`config.mk`:
```
export PLATFORM = sky130hd
export DESIGN_NAME = muldiv_unit
export DESIGN_NICKNAME = d
export VERILOG_FILES = /design/src/rtl/muldiv_unit.sv
export SDC_FILE = /design/constraint.sdc
export NUM_CORES = 1
export LEC_CHECK = 0
export BUFFER_PORTS_ARGS = -buffer_cell sky130_fd_sc_hd__buf_4
export CORE_MARGIN = 2
export CORE_UTILIZATION = 30
export DETAILED_ROUTE_END_ITERATION = 7
export HOLD_SLACK_MARGIN = 0.03
export MAX_ROUTING_LAYER = met4
export PLACE_DENSITY = 0.48
export SLEW_MARGIN = 20
export SYNTH_ARGS = -nofsm -noshare
export SYNTH_HDL_FRONTEND = slang
export SYNTH_SLANG_ARGS = --single-unit
```
`constraint.sdc`:
```
create_clock -name clk -period 5.9 [get_ports clk]
set_input_delay 1.18 -clock clk [delete_from_list [all_inputs] [get_ports clk]]
set_output_delay 1.18 -clock clk [all_outputs]
set_load 0.01 [all_outputs]
```
`src/rtl/muldiv_unit.sv`:
```
// Iterative multiply/divide unit owning the HI/LO registers.
// Shift-add multiply and restoring divide, one bit per cycle, behind a ready/valid interlock.
module muldiv_unit #(
    parameter int XLEN = 32
) (
    input  logic            clk,
    input  logic            rst,
    input  logic            valid_in,
    input  logic [5:0]      funct_in,
    input  logic [XLEN-1:0] rs_in,
    input  logic [XLEN-1:0] rt_in,
    input  logic            flush_in,
    output logic            ready_out,
    output logic            busy_out,
    output logic            done_out,
    output logic [XLEN-1:0] result_out,
    output logic            result_valid_out,
    output logic [XLEN-1:0] hi_out,
    output logic [XLEN-1:0] lo_out
);

    localparam int CW = $clog2(XLEN + 1);
    localparam logic [CW-1:0] LAST_ITER = CW'(XLEN - 1);

    localparam logic [5:0] F_MFHI  = 6'h10;
    localparam logic [5:0] F_MTHI  = 6'h11;
    localparam logic [5:0] F_MFLO  = 6'h12;
    localparam logic [5:0] F_MTLO  = 6'h13;
    localparam logic [5:0] F_MULT  = 6'h18;
    localparam logic [5:0] F_MULTU = 6'h19;
    localparam logic [5:0] F_DIV   = 6'h1A;
    localparam logic [5:0] F_DIVU  = 6'h1B;

    typedef enum logic [1:0] {IDLE, RUN, DONE} state_t;

    state_t            state, state_next;
    logic [CW-1:0]     count;
    logic [2*XLEN:0]   acc;       // mult: {partial product, multiplier}; div: {remainder, quotient}
    logic [XLEN-1:0]   oper;      // multiplicand or divisor magnitude
    logic              op_div;
    logic              neg_q;
    logic              neg_r;

    logic              accept;
    logic              is_muldiv;
    logic              is_signed;
    logic              div_by_zero;
    logic              last_iter;
    logic [XLEN-1:0]   rs_mag;
    logic [XLEN-1:0]   rt_mag;
    logic [XLEN:0]     add_sum;
    logic [XLEN:0]     trial;
    logic [2*XLEN:0]   shifted;
    logic [2*XLEN:0]   acc_next;
    logic [2*XLEN-1:0] product;
    logic [XLEN-1:0]   quotient;
    logic [XLEN-1:0]   remainder;

    // A flush in IDLE drops the request rather than racing it.
    assign accept      = valid_in & ready_out & ~flush_in;
    assign is_muldiv   = (funct_in == F_MULT) || (funct_in == F_MULTU) ||
                         (funct_in == F_DIV)  || (funct_in == F_DIVU);
    assign is_signed   = ~funct_in[0];
    assign div_by_zero = funct_in[1] && (rt_in == '0);
    assign last_iter   = (count == LAST_ITER);
    assign rs_mag      = (is_signed && rs_in[XLEN-1]) ? -rs_in : rs_in;
    assign rt_mag      = (is_signed && rt_in[XLEN-1]) ? -rt_in : rt_in;

    // NOTE: every always_comb output gets a default first, so no path can infer a latch.
    always_comb begin
        add_sum  = {1'b0, acc[2*XLEN-1:XLEN]} + (acc[0] ? {1'b0, oper} : '0);
        shifted  = acc << 1;
        trial    = shifted[2*XLEN:XLEN] - {1'b0, oper};
        acc_next = {add_sum, acc[XLEN-1:0]} >> 1;
        if (op_div) begin
            acc_next = trial[XLEN] ? shifted : {trial, shifted[XLEN-1:1], 1'b1};
        end
        product   = neg_q ? -acc_next[2*XLEN-1:0] : acc_next[2*XLEN-1:0];
        quotient  = neg_q ? -acc_next[XLEN-1:0] : acc_next[XLEN-1:0];
        remainder = neg_r ? -acc_next[2*XLEN-1:XLEN] : acc_next[2*XLEN-1:XLEN];
    end

    always_ff @(posedge clk) begin
        if (rst) begin
            state <= IDLE;
        end else begin
            state <= state_next;
        end
    end

    always_comb begin
        state_next = state;
        case (state)
            IDLE: if (accept && is_muldiv) state_next = div_by_zero ? DONE : RUN;
            RUN: begin
                if (flush_in)       state_next = IDLE;
                else if (last_iter) state_next = DONE;
            end
            DONE:    state_next = IDLE;
            default: state_next = IDLE;
        endcase
    end

    always_comb begin
        ready_out = (state == IDLE);
        busy_out  = (state != IDLE);
        done_out  = (state == DONE);
    end

    // NOTE: sequential state uses non-blocking assignments only, so every register
    // samples pre-edge values regardless of statement order.
    always_ff @(posedge clk) begin
        if (rst) begin
            hi_out           <= '0;
            lo_out           <= '0;
            result_out       <= '0;
            result_valid_out <= 1'b0;
            acc              <= '0;
            oper             <= '0;
            count            <= '0;
            op_div           <= 1'b0;
            neg_q            <= 1'b0;
            neg_r            <= 1'b0;
        end else begin
            result_valid_out <= 1'b0;
            if (state == IDLE && accept) begin
                case (funct_in)
                    F_MTHI: hi_out <= rs_in;
                    F_MTLO: lo_out <= rs_in;
                    F_MFHI: begin
                        result_out       <= hi_out;
                        result_valid_out <= 1'b1;
                    end
                    F_MFLO: begin
                        result_out       <= lo_out;
                        result_valid_out <= 1'b1;
                    end
                    F_MULT, F_MULTU, F_DIV, F_DIVU: begin
                        if (div_by_zero) begin
                            hi_out <= rs_in;
                            lo_out <= '1;
                        end else begin
                            op_div <= funct_in[1];
                            neg_q  <= is_signed & (rs_in[XLEN-1] ^ rt_in[XLEN-1]);
                            neg_r  <= is_signed & rs_in[XLEN-1];
                            oper   <= funct_in[1] ? rt_mag : rs_mag;
                            acc    <= {{(XLEN+1){1'b0}}, (funct_in[1] ? rs_mag : rt_mag)};
                            count  <= '0;
                        end
                    end
                    default: ;
                endcase
            end else if (state == RUN && !flush_in) begin
                acc   <= acc_next;
                count <= count + 1'b1;
                if (last_iter) begin
                    if (op_div) begin
                        hi_out <= remainder;
                        lo_out <= quotient;
                    end else begin
                        hi_out <= product[2*XLEN-1:XLEN];
                        lo_out <= product[XLEN-1:0];
                    end
                end
            end
        end
    end

endmodule
```
# After elaboration in Yosys (flattened, before gate mapping)
# Index checks and enable logic that the tools add are counted.
# classes
n_bitwise	9
addsub	8
eq_ne	18
n_mux	37
n_reduce_logical	25
# ops
op	n
32-bit 2-to-1 mux	17
64-bit 2-to-1 mux	7
32-bit one-hot mux with 2 select lines	3
32-bit negation	4
64-bit negation	1
6-bit by 5-bit == test with 1-bit output, second input constant	9
32-bit by 32-bit adder with 33-bit output	1
33-bit by 32-bit subtractor with 33-bit output	1
32-bit zero test	1
6-bit 2-to-1 mux	4
2-bit 2-to-1 mux	4
4-bit AND reduction	2
2-bit nonzero test	4
6-bit by 1-bit adder with 6-bit output, second input constant	1
1-bit logical AND	6
3-bit by 1-bit inequality test with 1-bit output, second input constant	2
3-bit inequality test, second input constant	2
3-bit AND reduction	2
1-bit bitwise AND	4
2-bit by 1-bit inequality test with 1-bit output, second input constant	2
1-bit inverter	4
2-bit one-hot mux with 2 select lines	1
2-bit AND reduction	2
2-bit OR reduction	2
other kinds (9)	11
# word_totals
out_inout_bits	100
register_bits	204

# Logic depth before layout (Yosys ltp)
# depth
word_depth	9
depth_mapped	22

# Least setup slack after synthesis
# No wires, ideal clock.
# synth_path
path_kind	flip-flop to flip-flop
start	register acc[31]
end	register hi_out[16]
synth_period_minus_slack_ps	5224
required_time_ps	5841
setup_time_ps	59
arrival_time_ps	5165
path_buffers	0
setup_slack_ps	676
stages_incl_launch_ff	23
cell_sequence	dfxtp_1 > inv_1 > ha_1 > inv_1 > fa_1 > a211oi_1 > nor3_1 > o21ai_0 > a21oi_1 > o2111a_1 > nor2_1 > ha_1 > nand2_1 > or3_1 > nor3_1 > nand3_1 > or3_1 > and2_1 > or4b_4 > o31ai_2 > xnor2_1 > a2111oi_2 > a31o_1
# synth_via
elab_chain_cells	9
word_cells_on_any_way	11
# synth_rtl
item	line	source
start: declaration	38	logic [2*XLEN:0] acc;
start signal: assignment	147	acc <= {{(XLEN+1){1'b0}}, (funct_in[1] ? rs_mag : rt_mag)};
start signal: assignment	154	acc <= acc_next;
33-bit by 32-bit subtractor with 33-bit output	73	trial = shifted[2*XLEN:XLEN] - {1'b0, oper};
64-bit 2-to-1 mux	76	acc_next = trial[XLEN] ? shifted : {trial, shifted[XLEN-1:1], 1'b1};
64-bit 2-to-1 mux *	75	if (op_div) begin
64-bit negation or 32-bit negation (tied branches)	78, 80	
64-bit 2-to-1 mux or 32-bit 2-to-1 mux (tied branches)	78, 80	
32-bit 2-to-1 mux *	157	if (op_div) begin
32-bit 2-to-1 mux *	156	if (last_iter) begin
32-bit 2-to-1 mux *	153	end else if (state == RUN && !flush_in) begin
32-bit 2-to-1 mux *	126	if (state == IDLE && accept) begin
end signal: assignment	128	F_MTHI: hi_out <= rs_in;
end signal: assignment	158	hi_out <= remainder;
end signal: assignment	161	hi_out <= product[2*XLEN-1:XLEN];
end: declaration	18	output logic [XLEN-1:0] hi_out,
# Every way passes the cells marked *; elsewhere a longest branch is shown, timed or not. The select of a mux whose other input is x is not followed.
# A chain may end at the register's enable or synchronous reset.

# Worst setup path in the final report
# layout_path
start	register acc[31]
end	register hi_out[27]
# The elaborated chain is that of the path after synthesis.

==> qor.csv <==
metric,value,unit
run status,"finished, final reports clean",
synthesized area,0.0169,mm^2
GRT overflow,0,
DR DRC count,0,
DRT iter0 DRCs,1544,
Layout Nets,2639,
post-CTS setup buffers,0,
Clock Tree Root,clkbuf_16,
Mapped Cells,2383,
Post-synth EDFFs,0,
fmax,180,MHz
# fillers,6016,
Worst EP required,6340,ps
"Distinct cells, synth",86,
Tcrit/Tclk final,94.1,%
Via-to-Cell Ratio,5.68,
clock-pin transition on the worst setup and hold timing paths,70,ps
largest net degree at the start of global routing,95,
Peak VDD IR,0.175,mV
cts bufs inserted,26,
die area,0.0584,mm^2
crit-path max FO,22,
synth warn,0,
first-pass GRT wire length,112000,um
most frequent cells in the layout,"nor2_1 (296), a21oi_1 (279), nand2_1 (250), buf_4 (250), dfxtp_1 (203)",
CTS tree,yes,
Core Rows,87,
Setup crit start kind,flop,
R2R setup slack,350,ps
ys async rst share,0,%
post-route minimum period,5550,ps
number of global-route vias before repair,17303,
Max-slew headroom,25.5,%
Routability Congestion,0.966,
syn avg cell area,7.11,um^2
antenna violations before repair,0,
drt total wl,76200,um
P_leak,7.97,nW
class of the worst hold path,reg2reg,
Yosys reg bits,204,
Placed Cells,3222,
Skew-Pair Late Insertion Delay,570,ps
CP endpoint kind,flop,
core footprint,0.0561,mm^2
Routed wire per std cell,23.3,um
PortBufs,173,
Pins Over Slew Limit,0,
Antenna Violating Nets Remaining,0,
I/O pin total,174,
"commonest non-fill, non-tap cell in the layout",nor2_1,
WHS Endpoint,oper[22],
worst hold start,oper[22],
Reg-to-Reg End,hi_out[27],
clk buf depth,3,
Setup CP Type,reg2reg,
Setup TNS,0,ps
Post-synth top flop,dfxtp_1,
reg2reg path depth,19,
Tot GR Track Use,25.7,%
HPWL Detailed,59700,um
worst hold path depth,2,
CTS H-tree depth,1,
via count,18571,
syn nets,2528,
iteration count of the initial detailed-routing pass,6,
clock skew,14.3,ps
Clock Sinks,204,
RSZ-0062 raised after global routing,false,
synth-to-layout area growth,19.5,%
layout cells sized above 1,14.6,%
register area share after synthesis,24.1,%
crit path DAT,5990,ps
Die Height,242,um
Initial Util,30.2,%
chip width,242,um
Layout Cells excl Fill,3270,
Final Setup Violations,0,
R2R Path Start,acc[31],
pwr dens,198,mW/mm^2
Least-Margin Pin Slew,1120,ps
Final Hold Vio Count,0,
Diodes inserted,0,
max_cap viols,0,
## stage by stage
step | total power, mW | setup slack [ps] | utilization (%) | hold WS [ps] | cell area (um^2)
2_1_floorplan | 1.81 | 676 | - | 440 | 16900
3_3_place_gp | 2.07 | 238 | 34.2 | 449 | 19200
3_5_place_dp | 2.07 | 97.5 | 34.2 | 458 | 19200
4_1_cts | 4.02 | 37.4 | 36.0 | 466 | 20200
5_1_grt | 4.12 | 29.7 | 36.1 | 483 | 20200
6_report | 4.00 | 347 | 36.1 | 465 | 20200
## registers in the layout, summed over array words and instances (netlist names)
signal	count
oper	32
result_valid_out	1
state	2
acc	64
op_div	1
lo_out	32
hi_out	32
result_out	32
count	6
neg_q	1
neg_r	1
## kinds of logic after synthesis
family	share of synthesized area [%]
buf+inv	5.44
fa+ha+maj	5.34
flops	24.1
mux	4.18
compound gates	28.6
xor+xnor	8.22
simple gates	24.1
## Yosys cell counts (11+ instances only)
cell type / count / area share [%]
o31ai_1: 27 / 1.2
a21oi_1: 279 / 8.2
inv_1: 62 / 1.4
nor2b_1: 18 / 0.67
and3_1: 11 / 0.41
a21o_1: 23 / 1.0
and2_1: 49 / 1.8
ha_1: 69 / 5.1
o21a_1: 22 / 0.98
nand3_1: 50 / 1.5
buf_1: 20 / 0.44
nor4_1: 14 / 0.52
nor2_1: 299 / 6.6
xor2_1: 70 / 3.6
nor3_1: 55 / 1.6
or2_2: 15 / 0.55
a221oi_1: 20 / 1.0
mux2_2: 17 / 1.1
a31oi_1: 38 / 1.4
xnor2_1: 89 / 4.6
dfxtp_1: 204 / 24
o21ai_0: 129 / 3.8
nand4_1: 24 / 0.89
o221ai_1: 25 / 1.3
nand2_1: 250 / 5.5
o22ai_1: 54 / 2.0
or3_1: 21 / 0.78
o211ai_1: 29 / 1.3
mux2i_1: 50 / 3.0
a211oi_1: 35 / 1.6
nand2b_1: 20 / 0.74
clkbuf_1: 136 / 3.0
## metal layers
metal | wire length [um] | GRT usage [%] | up-vias | share of wire (%)
met5 | 0 | - | - | 0
met2 | 36600 | 43.0 | 607 | 48
met3 | 3920 | 2.55 | 112 | 5.1
li1 | - | - | 8846 | -
met4 | 2770 | 8.17 | 0 | 3.6
met1 | 32900 | 32.5 | 9006 | 43
## where the power goes
part | switching (mW) | internal (mW)
clock network | 0.722 | 1.23
logic | 0.394 | 0.227
registers | 0.0330 | 1.40
## layout make-up
class | count | area, um^2 | area share (%)
inverter | 63 | 236 | 1.17
timing repair buffer | 253 | 1930 | 9.53
tap | 756 | 946 | 4.68
multi-input combinational | 1946 | 12000 | 59.3
clock buffer | 32 | 724 | 3.58
sequential | 204 | 4090 | 20.2
clock inverter | 16 | 304 | 1.50
## worst max-delay path by stage
stage                  from          to  cells past startpoint
floorplan           acc[31]  hi_out[16]                     22
CTS                 acc[31]  hi_out[16]                     22
global placement    acc[31]  hi_out[16]                     22
detailed placement  acc[31]  hi_out[16]                     22
global route        oper[7]  hi_out[16]                     20
finish              acc[31]  hi_out[27]                     19
## what timing repair did
action,CTS,global route
hold buffers,0,0
endpoints found under the setup margin,0,5
gates resized for setup,0,11
## worst max-delay path, cell delays in order (launching register included)
cell       delay [ps]
dfxtp_1           310
inv_1              90
ha_1              180
inv_1              60
fa_1              450
a211oi_4          330
nor3_4             80
buf_4             150
o21a_1            210
o2111ai_1         320
o211a_2           530
buf_4             390
mux2_2            400
mux2i_1           220
nand4bb_1         280
nor3b_1           460
nand3_1           220
and3_1            240
o31ai_1           370
a21oi_1           120
(Power assumes the default switching activity.)
